`src/rtl/bus_master_arbiter_if.sv`:
```
// Requester-side and simple_bus-side signals of bus_master_arbiter.
// The arbiter takes the master modport; its environment takes the slave modport.
interface bus_master_arbiter_if #(
  parameter int NUM_MASTERS = 4,
  parameter int ADDR_W      = 8,
  parameter int DATA_W      = 32
);
  logic [NUM_MASTERS-1:0]        rq_valid;
  logic [NUM_MASTERS-1:0]        rq_we;
  logic [NUM_MASTERS*ADDR_W-1:0] rq_addr;
  logic [NUM_MASTERS*DATA_W-1:0] rq_wdata;
  logic [NUM_MASTERS-1:0]        rq_ready;
  logic [DATA_W-1:0]             rq_rdata;
  logic                          rq_err;

  logic [ADDR_W-1:0]             m_addr;
  logic [DATA_W-1:0]             m_wdata;
  logic                          m_we;
  logic                          m_valid;
  logic                          m_ready;
  logic [DATA_W-1:0]             m_rdata;

  logic [NUM_MASTERS-1:0]        grant;
  logic                          busy;

  modport master (
    input  rq_valid, rq_we, rq_addr, rq_wdata, m_ready, m_rdata,
    output rq_ready, rq_rdata, rq_err, m_addr, m_wdata, m_we, m_valid, grant, busy
  );

  modport slave (
    output rq_valid, rq_we, rq_addr, rq_wdata, m_ready, m_rdata,
    input  rq_ready, rq_rdata, rq_err, m_addr, m_wdata, m_we, m_valid, grant, busy
  );
endinterface

```
`src/rtl/bus_master_arbiter.sv`:
```
// Round-robin arbiter sharing the single simple_bus master port between NUM_MASTERS
// requesters; one transfer at a time, with an optional m_ready timeout.
module bus_master_arbiter #(
  parameter int NUM_MASTERS = 4,
  parameter int ADDR_W      = 8,
  parameter int DATA_W      = 32,
  parameter int TIMEOUT     = 16
) (
  input  logic                 clk,
  input  logic                 reset_n,
  bus_master_arbiter_if.master bus
);

  localparam int PTR_W = $clog2(NUM_MASTERS);
  localparam int CNT_W = (TIMEOUT > 1) ? $clog2(TIMEOUT) : 1;
  localparam logic [CNT_W-1:0] CNT_LAST = (TIMEOUT > 0) ? CNT_W'(TIMEOUT - 1) : '0;
  localparam logic [NUM_MASTERS-1:0] ONE = NUM_MASTERS'(1);

  typedef enum logic [1:0] {IDLE, ISSUE, DONE} state_t;

  state_t           state, next_state;
  logic [PTR_W-1:0] ptr;
  logic [PTR_W-1:0] gnt_idx;
  logic [PTR_W-1:0] win_idx;
  logic             win_found;
  logic [PTR_W-1:0] ptr_next;
  logic [CNT_W-1:0] wait_cnt;
  logic             bus_done;
  logic             bus_timeout;

  // First requester at or above ptr, wrapping; ptr itself has highest priority.
  always_comb begin
    logic [PTR_W-1:0] cand;
    // NOTE: every variable written here gets a default first, so no path leaves it
    // unassigned and no latch is inferred.
    cand      = '0;
    win_idx   = '0;
    win_found = 1'b0;
    for (int i = 0; i < NUM_MASTERS; i++) begin
      cand = PTR_W'((int'(ptr) + i) % NUM_MASTERS);
      if (!win_found && bus.rq_valid[cand]) begin
        win_found = 1'b1;
        win_idx   = cand;
      end
    end
  end

  assign ptr_next    = PTR_W'((int'(gnt_idx) + 1) % NUM_MASTERS);
  assign bus_done    = (state == ISSUE) && bus.m_valid && bus.m_ready;
  assign bus_timeout = (state == ISSUE) && !bus.m_ready && (TIMEOUT != 0) &&
                       (wait_cnt == CNT_LAST);

  // NOTE: sequential state uses non-blocking assignments so every register samples
  // pre-edge values regardless of process ordering.
  always_ff @(posedge clk or negedge reset_n) begin
    if (!reset_n) state <= IDLE;
    else          state <= next_state;
  end

  always_comb begin
    next_state = state;
    case (state)
      IDLE:    if (win_found) next_state = ISSUE;
      ISSUE:   if (bus_done || bus_timeout) next_state = DONE;
      DONE:    next_state = IDLE;
      default: next_state = IDLE;
    endcase
  end

  always_comb begin
    bus.busy = (state == ISSUE) || (state == DONE);
  end

  // Bus request fields are captured once at arbitration and stay frozen through ISSUE.
  always_ff @(posedge clk or negedge reset_n) begin
    if (!reset_n) begin
      bus.m_addr   <= '0;
      bus.m_wdata  <= '0;
      bus.m_we     <= 1'b0;
      bus.m_valid  <= 1'b0;
      bus.rq_ready <= '0;
      bus.rq_rdata <= '0;
      bus.rq_err   <= 1'b0;
      bus.grant    <= '0;
      ptr          <= '0;
      gnt_idx      <= '0;
      wait_cnt     <= '0;
    end else begin
      case (state)
        IDLE: begin
          if (win_found) begin
            bus.m_addr  <= bus.rq_addr[win_idx*ADDR_W +: ADDR_W];
            bus.m_wdata <= bus.rq_wdata[win_idx*DATA_W +: DATA_W];
            bus.m_we    <= bus.rq_we[win_idx];
            bus.m_valid <= 1'b1;
            bus.grant   <= ONE << win_idx;
            gnt_idx     <= win_idx;
            wait_cnt    <= '0;
          end
        end
        ISSUE: begin
          if (bus_done) begin
            bus.m_valid  <= 1'b0;
            bus.rq_rdata <= bus.m_we ? '0 : bus.m_rdata;
            bus.rq_ready <= bus.grant;
            bus.rq_err   <= 1'b0;
            ptr          <= ptr_next;
          end else if (bus_timeout) begin
            bus.m_valid  <= 1'b0;
            bus.rq_rdata <= '0;
            bus.rq_ready <= bus.grant;
            bus.rq_err   <= 1'b1;
            ptr          <= ptr_next;
          end else if (TIMEOUT != 0) begin
            wait_cnt <= wait_cnt + 1'b1;
          end
        end
        DONE: begin
          bus.rq_ready <= '0;
          bus.rq_rdata <= '0;
          bus.rq_err   <= 1'b0;
          bus.grant    <= '0;
        end
        default: ;
      endcase
    end
  end

endmodule

```
`src/flat_wrapper.sv`:
```
// flat-port wrapper written by rule: the top's interface ports become plain ports
module bus_master_arbiter_flat 
#(
  parameter int NUM_MASTERS = 4,
  parameter int ADDR_W      = 8,
  parameter int DATA_W      = 32,
  parameter int TIMEOUT     = 16
)
  (clk, reset_n, bus_rq_valid, bus_rq_we, bus_rq_addr, bus_rq_wdata, bus_m_ready, bus_m_rdata, bus_rq_ready, bus_rq_rdata, bus_rq_err, bus_m_addr, bus_m_wdata, bus_m_we, bus_m_valid, bus_grant, bus_busy);
  bus_master_arbiter_if #(.NUM_MASTERS(NUM_MASTERS), .ADDR_W(ADDR_W), .DATA_W(DATA_W)) bus_i ();
  input  logic clk;
  input  logic reset_n;
  input wire logic [$bits(bus_i.rq_valid)-1:0] bus_rq_valid;
  input wire logic [$bits(bus_i.rq_we)-1:0] bus_rq_we;
  input wire logic [$bits(bus_i.rq_addr)-1:0] bus_rq_addr;
  input wire logic [$bits(bus_i.rq_wdata)-1:0] bus_rq_wdata;
  input wire logic [$bits(bus_i.m_ready)-1:0] bus_m_ready;
  input wire logic [$bits(bus_i.m_rdata)-1:0] bus_m_rdata;
  output wire logic [$bits(bus_i.rq_ready)-1:0] bus_rq_ready;
  output wire logic [$bits(bus_i.rq_rdata)-1:0] bus_rq_rdata;
  output wire logic [$bits(bus_i.rq_err)-1:0] bus_rq_err;
  output wire logic [$bits(bus_i.m_addr)-1:0] bus_m_addr;
  output wire logic [$bits(bus_i.m_wdata)-1:0] bus_m_wdata;
  output wire logic [$bits(bus_i.m_we)-1:0] bus_m_we;
  output wire logic [$bits(bus_i.m_valid)-1:0] bus_m_valid;
  output wire logic [$bits(bus_i.grant)-1:0] bus_grant;
  output wire logic [$bits(bus_i.busy)-1:0] bus_busy;
  assign bus_i.rq_valid = bus_rq_valid;
  assign bus_i.rq_we = bus_rq_we;
  assign bus_i.rq_addr = bus_rq_addr;
  assign bus_i.rq_wdata = bus_rq_wdata;
  assign bus_i.m_ready = bus_m_ready;
  assign bus_i.m_rdata = bus_m_rdata;
  assign bus_rq_ready = bus_i.rq_ready;
  assign bus_rq_rdata = bus_i.rq_rdata;
  assign bus_rq_err = bus_i.rq_err;
  assign bus_m_addr = bus_i.m_addr;
  assign bus_m_wdata = bus_i.m_wdata;
  assign bus_m_we = bus_i.m_we;
  assign bus_m_valid = bus_i.m_valid;
  assign bus_grant = bus_i.grant;
  assign bus_busy = bus_i.busy;
  bus_master_arbiter #(.NUM_MASTERS(NUM_MASTERS), .ADDR_W(ADDR_W), .DATA_W(DATA_W), .TIMEOUT(TIMEOUT)) u_core (.clk(clk), .reset_n(reset_n), .bus(bus_i));
endmodule
```
`config.mk`:
```
export PLATFORM = sky130hd
export DESIGN_NAME = bus_master_arbiter_flat
export DESIGN_NICKNAME = d
export VERILOG_FILES = /design/src/rtl/bus_master_arbiter_if.sv /design/src/rtl/bus_master_arbiter.sv /design/src/flat_wrapper.sv
export SDC_FILE = /design/constraint.sdc
export NUM_CORES = 1
export LEC_CHECK = 0
export ABC_AREA = 1
export CAP_MARGIN = 40
export CORE_AREA = 2 2 131 133
export CTS_BUF_LIST = sky130_fd_sc_hd__clkbuf_8
export CTS_CLUSTER_SIZE = 24
export DETAILED_ROUTE_END_ITERATION = 12
export DIE_AREA = 0 0 133 135
export PLACE_DENSITY = 0.71
export SLEW_MARGIN = 20
export SYNTH_ARGS = -nofsm -noshare
export SYNTH_HDL_FRONTEND = slang
export SYNTH_SLANG_ARGS = --single-unit
```
`constraint.sdc`:
```
create_clock -name clk -period 2.8 [get_ports clk]
set_clock_uncertainty 0.2 [all_clocks]
set_input_delay 0.56 -clock clk [delete_from_list [all_inputs] [get_ports clk]]
set_output_delay 0.56 -clock clk [all_outputs]
set_load 0.005 [all_outputs]
```
==> impl.org, run 1 <==
** Run status
- Result of the run :: complete, no violations

** Logic synthesis
- The portion of synthesized area spent on multiplexers is 0%.
- Count of flip-flops with a built-in enable after synthesis :: 0
- After Yosys synthesis, and, or, nand and nor cells account for 44.9% of the synthesized area.
- The most used flip-flop cell after synthesis is sky130_fd_sc_hd__dfrtp_1.
- Dividing the synthesized area by the synthesized cell count gives 6.51 µm².
- The top cell type by area accounts for 40.7% of the synthesized area.
- Syn Std Cell Area :: around 5700 µm²
- Adder-Cell Fraction of Synth Area :: 1.09%
- After Yosys synthesis, XOR and XNOR cells account for 0.306% of the synthesized area.
- For this run, asynchronously set or reset flops after synthesis account for 100%.
- Synthesis inferred 93 register bits.
- Dominant combinational cell family by area after synthesis :: simple AND/OR/NAND/NOR gates
- Fraction of the mapped netlist area in compound gates :: under 10%
- Synthesis produced a netlist with a net count of roughly 1.1k.
- Unique masters post-synth :: 30
- Sorting the synthesized cells by how often they occur yields 531 x sky130_fd_sc_hd__nand2_1, 93 x sky130_fd_sc_hd__dfrtp_1, 92 x sky130_fd_sc_hd__nand3_1.
- Top area cells in the synthesized netlist :: sky130_fd_sc_hd__dfrtp_1 41%, sky130_fd_sc_hd__nand2_1 35%, sky130_fd_sc_hd__nand3_1 8.0%
- Cell type with the highest aggregate area in the netlist :: sky130_fd_sc_hd__dfrtp_1
- After technology mapping, the gate count stands at between 800 and 900.
- Number of warnings reported in the yosys synthesis log :: 0
- Sequential-to-total area share from yosys stat :: 40.7%
- Most frequent cell after synthesis :: sky130_fd_sc_hd__nand2_1

** Timing
- Post-layout minimum cycle time :: 2480 ps
- Hold Violations, Final :: 0
- The final max-slew violation count is 0.
- Number of setup violations in the final report :: 0
- Max-Slew Margin vs Limit :: between 60 and 70%
- At the pin with the least slew margin, the transition time is 505 ps.
- Period utilisation layout :: approximately 88%
- Maximum clock rate :: just over 400 MHz
- Setup repair after global routing missed its margin :: false
- Total negative slack :: 0 ps

** Clock network
- After clock tree synthesis, the setup repair step added 0 buffers.
- TritonCTS built the clock tree.
- Clk Latency, worst-skew pair :: about 360 ps
- The H-tree generated during clock tree synthesis spans 3 levels.
- Clock sinks :: 93
- Max Root-Sink Buffers :: 2
- After clock tree synthesis, the clock-pin slew on the worst setup and hold paths is around 90 ps.
- Number of CTS-inserted buffers :: 9
- Master cell of the clock root buffer :: sky130_fd_sc_hd__clkbuf_8

** GRT
- Entering global routing, the biggest net connects 83 pins.
- The number of global-route vias before repair was 6,220.
- Busiest grt layer :: met2
- The number of antenna violations at the first check in global routing is 3.
- In the global route stage, met1 resource usage came out at 26.3%.
- Global Route met2 Usage :: 37.7%
- Met3 track demand over resource in global routing :: under 10%
- Global routing finished with a remaining overflow of 0.
- Global-route wire length before repair :: 31,300 µm
- GRT Overall Usage :: ~22%

** Drt
- Total Wirelength :: 19,200 µm
- DRC violation count after routing :: 0
- Dividing the detail-routed via count by the number of cells gives between 4 and 5.
- Dividing the detail-routed wire length by the instance count gives 14.0 µm.
- For this block, the via count after detailed routing is between 6k and 7k.
- The count of nets left with antenna violations once routing finished came out at 0.
- Drt initial violations :: approximately 280
- The first TritonRoute pass finished after 5 iterations.

** Floorplan
- Starting utilization of the core area :: 34.9%
- The die is 135 µm tall.
- The floorplan step set the die width to 133 µm.
- The floorplan has 47 rows.
- Pin placement for this block handled 287 I/O pins.
- The region available for standard cell placement spans 16,400 µm².
- Die area :: ~18,000 µm²

** Critical path
- Data arrives at the worst endpoint at 1720 ps.
- In this design, the largest share of critical-path delay is due to buffers and inverters.
- Critical path's slowest cell :: sky130_fd_sc_hd__clkdlybuf4s50_1
- STA classifies the critical path startpoint as a register.
- The worst setup path is of the reg -> out kind.
- Critical-path maximum fanout :: 3
- Critical path required time :: 2040 ps
- The critical path goes through inv_1 -> ha_1 -> clkdlybuf4s50_1.
- The number of buffers and inverters on the critical path is 2.
- The largest single stage delay on the critical path is 530 ps.
- STA classifies the critical path endpoint as a primary output.

** Cells and area
- Summing all multi-input logic gate instances after layout gives roughly 3000 µm².
- Share of cells above drive strength 1 :: 5.22%
- For this run, the post-layout net count is 1,353.
- Area growth from synthesis to final layout :: 58.2%
- The sequential cells in the finished layout cover a total of 2330 µm².
- The filler cells instantiated in the layout total approximately 1.6k.

** Pwr
- In this run the power density over the cells is 1210 nW/µm².
- In this run the static leakage power is 4.43 nW.
- Max rail drop VDD :: 762 µV
- Final total power :: 11.0 mW

** Run
- Max-capacitance violation count :: 0

** Placement
- Detailed placement finished with a half-perimeter wire length of between 10,000 and 15,000 µm.
- In this run the tool buffered the top-level ports with roughly 290 buffer cells.
- Gpl congestion :: 0.857

** Worst hold path
- Class of the most critical hold timing path :: reg -> reg
worst min-delay path, cell delays in order, from the launching register on:
cell,delay [ps]
sky130_fd_sc_hd__dfrtp_1,350
sky130_fd_sc_hd__nand2_1,50
sky130_fd_sc_hd__nand2_1,50
path summary, 6_finish.rpt:
| path | depth (start not counted) | from | slack [ps] | endpoint |
|---|---|---|---|---|
| max in group asynchronous | 3 | reset_n | 1220 | u_core.bus.m_wdata[14] |
| worst max register to register | 16 | u_core.ptr[0] | 370 | u_core.bus.m_wdata[18] |
| min in group asynchronous | 2 | reset_n | 500 | u_core.bus.rq_rdata[22] |
| worst min-delay path | 2 | u_core.bus.m_wdata[14] | 280 | u_core.bus.m_wdata[14] |
| worst min register to register | 2 | u_core.bus.m_wdata[14] | 280 | u_core.bus.m_wdata[14] |
| worst max-delay path | 3 | u_core.state[0] | 320 | bus_busy |
layer usage:
layer | wire [µm] | share of wire, %
met1 | 7760 | 40
met2 | 9220 | 48
met3 | 1780 | 9.3
met4 | 488 | 2.5
met5 | 0 | 0
per-stage QoR:
step                      worst slack, ps  cells  cell area (µm²)  utilization [%]  hold slack (ps)
after floorplan                       636    879             5720                -             64.4
after global placement               15.9   1353             8830             53.8              262
after detailed placement             2.83   1353             8830             53.8              264
after CTS                             230   1370             9050             55.1              289
after global routing                 89.6   1373             9060             55.2              308
final                                 323   1373             9060             55.2              283
state kept, by name (all words and copies together), names as in the netlist, 2 cells and up:
register / flops
u_core.bus.m_wdata: 32
u_core.bus.rq_rdata: 32
u_core.bus.m_addr: 8
u_core.bus.grant: 4
u_core.bus.rq_ready: 4
u_core.wait_cnt: 4
u_core.gnt_idx: 2
u_core.ptr: 2
u_core.state: 2
timing repair:
| action | CTS | global route |
|---|---|---|
| hold buffers | 1 | 0 |
| endpoints found under the setup margin | 0 | 6 |
| endpoints found under the hold margin | 38 | 0 |
| gates resized for setup | 0 | 1 |
cells by family after synthesis:
kind of cell             count (synthesis)
AND/OR/NAND/NOR                        641
adder cells (fa/ha/maj)                  5
buffers and inverters                   80
AO/OA/AOI/OAI                           58
XOR/XNOR                                 2
flip-flops                              93
cells in the final DEF, fill, tap and decap left out, types with 3 or more instances in the layout:
master and n:
sky130_fd_sc_hd__nand3_1 92, sky130_fd_sc_hd__inv_2 4, sky130_fd_sc_hd__clkbuf_8 10, sky130_fd_sc_hd__clkinvlp_4 3, sky130_fd_sc_hd__buf_12 9, sky130_fd_sc_hd__nand2_1 528
sky130_fd_sc_hd__nand2_2 8, sky130_fd_sc_hd__ha_1 5, sky130_fd_sc_hd__a21oi_1 4, sky130_fd_sc_hd__o21ai_0 16, sky130_fd_sc_hd__clkdlybuf4s50_1 285, sky130_fd_sc_hd__o21ai_1 26
sky130_fd_sc_hd__buf_4 16, sky130_fd_sc_hd__dfrtp_1 92, sky130_fd_sc_hd__diode_2 3, sky130_fd_sc_hd__nor2_1 6, sky130_fd_sc_hd__o22ai_1 5, sky130_fd_sc_hd__inv_1 19
sky130_fd_sc_hd__o31ai_1 5
cell type report:
type                    count  share of cell area, %
diodes                      3                 0.0829
clock inverters             6                  0.774
multi-input cells         706                   33.0
repair buffers            311                   34.9
flip-flops and latches     93                   25.7
inverters                  24                  0.995
clock buffers              10                   1.52
well taps                 220                   3.04
power breakdown:
group | internal [mW] | total [mW] | switching, mW | leakage, nW
logic | 3.17 | 7.84 | 4.67 | 3.12
clock network | 0.442 | 0.942 | 0.500 | 0.0951
registers | 1.86 | 2.17 | 0.310 | 1.22
total | 5.48 | 11.0 | 5.48 | 4.43
Note: power is estimated with default switching activity, not from simulation.
==> run 2, diff against run 1 <==
--- a/config.mk
+++ b/config.mk
@@ -7,12 +7,14 @@
 export LEC_CHECK = 0
 export ABC_AREA = 1
 export CAP_MARGIN = 40
-export CORE_AREA = 2 2 131 133
+export CELL_PAD_IN_SITES_DETAIL_PLACEMENT = 1
+export CELL_PAD_IN_SITES_GLOBAL_PLACEMENT = 1
+export CORE_AREA = 2 2 146 148
 export CTS_BUF_LIST = sky130_fd_sc_hd__clkbuf_8
 export CTS_CLUSTER_SIZE = 24
 export DETAILED_ROUTE_END_ITERATION = 12
-export DIE_AREA = 0 0 133 135
-export PLACE_DENSITY = 0.71
+export DIE_AREA = 0 0 148 150
+export PLACE_DENSITY_LB_ADDON = 0.1
 export SLEW_MARGIN = 20
 export SYNTH_ARGS = -nofsm -noshare
 export SYNTH_HDL_FRONTEND = slang
==> impl.org, run 2 (synthesis gave the netlist of run 1 again) <==
** Placement
- DP HPWL :: 16,900 µm (was 14,500 µm)
- The number of port buffers is 286 (unchanged).
- The final estimated routing congestion in global placement was 0.788 (was 0.857).
- The worst setup slack after placement came to -14.1 ps (was 2.83 ps).
- Placed Cells :: 1,409 (was 1,353)
- Cell area reported after detailed placement :: 8990 µm² (was 8830 µm²)

** Cells and area
- The number of fillers in the final layout came to 2,608 (was 1,570).
- The register cell area after layout is 2330 µm² (about the same).
- The final design instance area without fill came to 9210 µm² (was 9060 µm²).
- Registers with the most flip-flops: u_core.bus.m_wdata: 32 flops, u_core.bus.rq_rdata: 32 flops, u_core.bus.m_addr: 8 flops (unchanged).
- The most frequent standard cell in the layout excluding fill and tap cells was sky130_fd_sc_hd__nand2_1 (unchanged).
- The area added between synthesis and finish was 60.9% (was 58.2%).
- The antenna cell count came to 0 (was 3).
- The fraction of final layout cells sized beyond drive strength 1 is 5.21% (was 5.22%).
- The area of combinational cells with multiple inputs was 2980 µm² (unchanged).
- Leading cell types in the layout, fill and taps excluded: 528 x sky130_fd_sc_hd__nand2_1, 285 x sky130_fd_sc_hd__clkdlybuf4s50_1, 93 x sky130_fd_sc_hd__dfrtp_1 (was 528 x sky130_fd_sc_hd__nand2_1, 285 x sky130_fd_sc_hd__clkdlybuf4s50_1, 92 x sky130_fd_sc_hd__nand3_1, 92 x sky130_fd_sc_hd__dfrtp_1, 26 x sky130_fd_sc_hd__o21ai_1).
- NumNets Final :: 1,354 (was 1,353)
- Layout Cells excl Fill :: 1,426 (was 1,373)

** GRT
- The total routing usage reported by global routing is 20.5% (was 21.8%).
- Global Route met2 Usage :: 36.0% (was 37.7%)
- Global-route wire length before repair :: 36,000 µm (was 31,300 µm)
- The maximum number of pins on one net before global-route repair was 83 (unchanged).
- Number of global-route vias before repair :: 6,652 (was 6,220)
- The global-route congestion overflow total was 0 (unchanged).
- Initial antenna violation count :: 1 (was 3)
- The global routing met1 resource utilization came to 25.2% (was 26.3%).
- Busiest grt layer :: met2 (unchanged)
- Met3 track demand over resource in global routing :: 5.61% (was 5.86%)

** Critical path
- Startpoint types :: register (unchanged)
- List of cells traversed by the critical path: inv_1 -> ha_1 -> clkdlybuf4s50_1 (unchanged).
- The endpoint class of the critical path was a primary output (unchanged).
- The buffer and inverter count on the worst path came to 2 (unchanged).
- Critical-path maximum fanout :: 3 (unchanged)
- Critical path required time :: 2040 ps (about the same)
- The maximum single-stage delay on the critical path was 510 ps (was 530 ps).
- The critical path depth in cells came to 3 (unchanged).
- The classification of the worst setup path is reg -> out (unchanged).
- The count of cells along the worst register-to-register path was 16 (unchanged).
- Data arrival time of the critical path :: 1680 ps (was 1720 ps)
- Gate family responsible for the most delay along the worst path :: buffers and inverters (unchanged)
- The slowest cell on the critical path is sky130_fd_sc_hd__clkdlybuf4s50_1 (unchanged).

** Pwr
- Final total power :: 11.5 mW (was 11.0 mW)
- The part of the total power dissipated in sequential elements is 18.9% (was 19.8%).
- Max rail drop VDD :: 868 µV (was 762 µV)
- P per Cell Area :: 1250 nW/µm² (was 1210 nW/µm²)
- Internal power consumption :: 5.65 mW (was 5.48 mW)
- The switching share of power came to 50.8% (was 50.0%).
- The share of power burned in the clock network was 8.3% (was 8.6%).
- P_leak :: 4.47 nW (was 4.43 nW)
- Part of the total power dissipated in combinational logic :: 72.8% (was 71.6%)
- Net switching power of the design :: 5.84 mW (was 5.48 mW)

** Timing
- The worst-margin pin slew was 522 ps (was 505 ps).
- The maximum achievable frequency was 410 MHz (was 404 MHz).
- The setup violation total in the final timing report came to 0 (unchanged).
- Period utilisation layout :: 87.1% (was 88.5%)
- Hold Violations, Final :: 0 (unchanged)
- The final max-slew violation count was 0 (unchanged).
- Worst Slack Setup Final :: 362 ps (was 323 ps)
- Max-Slew Margin vs Limit :: 64.8% (was 66.3%)
- The time the final worst path needs with I/O delays and setup was 2440 ps (was 2480 ps).
- Setup repair after global routing missed its margin :: false (unchanged)

** Worst hold path
- Cells on Worst Hold Path :: 2 (unchanged)
- Class of the most critical hold timing path :: reg -> reg (unchanged)

** Clock network
- The clock tree from TritonCTS is yes (unchanged).
- Master cell of the clock root buffer :: sky130_fd_sc_hd__clkbuf_8 (unchanged)
- The number of hold buffers added after CTS came to 1 (unchanged).
- Max Root-Sink Buffers :: 2 (unchanged)
- Clk Latency, worst-skew pair :: 370 ps (was 360 ps)
- The post-CTS setup buffer count was 0 (unchanged).
- H-tree level count :: 3 (unchanged)
- Post-CTS sizing :: 0 (unchanged)
- Register clock-pin slew on the reported worst setup and hold paths :: 110 ps (was 90 ps)
- Number of CTS-inserted buffers :: 9 (unchanged)
- The clock net sink count was 93 (unchanged).

** Floorplan
- Cell row count :: 53 (was 47)
- Floorplan Core Area :: 20,700 µm² (was 16,400 µm²)
- The initial cell density of the core is 27.7% (was 34.9%).
- The overall die area was 22,200 µm² (was 18,000 µm²).
- The vertical die dimension is 150 µm (was 135 µm).
- The overall die width came to 148 µm (was 133 µm).
- The I/O pin count is 287 (unchanged).

** Drt
- The detail-routed net length per standard cell was 15.9 µm (was 14.0 µm).
- The routed wire length was 22,600 µm (was 19,200 µm).
- Drt initial violations :: 179 (was 279)
- The via count was 6,475 (was 6,395).
- The residual DRC count was 0 (unchanged).
- Via density per instance :: 4.54 (was 4.66)
- First-pass DRT Iterations :: 4 (was 5)
- Antenna Nets Post-Route :: 0 (unchanged)

** Run status
- Result of the run :: complete, no violations (unchanged)

** Run
- Max-capacitance violation count :: 0 (unchanged)
[run 2: cell types whose count changed in the layout (fill, tap and decap cells not counted), sizes merged]
cell      delta
buf          +1
bufinv       -1
clkbuf       -1
clkinv       +2
clkinvlp     -2
diode        -3
inv          +2
[run 2: layer usage]
metal  vias to the layer above  share of wire [%]
met2                       169                 50
met5                         -                  0
met3                        12                6.7
met4                         0               0.80
li1                       3278                  -
met1                      3016                 43
[run 2: metrics by stage]
step	hold slack (ps)	util (%)	TNS, ps
after floorplan	64.4	-	0
after global placement	261	43.5	0
after detailed placement	267	43.5	-14.1
after CTS	298	44.5	0
after global routing	324	44.5	0
final	290	44.5	0
[run 2: power by group through the flow]
stage	logic (mW)	clock network, mW	registers, mW
after floorplan	5.29	0	2.17
after CTS	8.55	0.994	2.17
after global placement	8.41	0	2.18
after global routing	9.53	1.05	2.24
final	8.37	0.954	2.17
after detailed placement	8.52	0	2.19
[run 2: cell type report]
class                           count  area share [%]
Sequential cell                    93            25.3
Timing Repair Buffer              312            35.4
Tap cell                          275            3.74
Inverter                           24           0.978
Clock inverter                      7           0.870
Clock buffer                        9            1.35
Multi-Input combinational cell    706            32.4
[run 2: path summary, 6_finish.rpt]
kind | to | startpoint | slack [ps]
setup / recovery | bus_busy | u_core.state[0] | 360
hold / removal | u_core.bus.m_wdata[26] | u_core.bus.m_wdata[26] | 290
setup reg to reg | u_core.bus.m_wdata[22] | u_core.ptr[0] | 410
hold reg to reg | u_core.bus.m_wdata[26] | u_core.bus.m_wdata[26] | 290
max in group asynchronous | u_core.bus.m_wdata[9] | reset_n | 1230
min in group asynchronous | u_core.wait_cnt[2] | reset_n | 490
[run 2: worst min-delay path, delay by kind of cell (launching register included)]
kind             cells  cell delay [ps]
DFF                  1              360
and+or+nand+nor      2              110
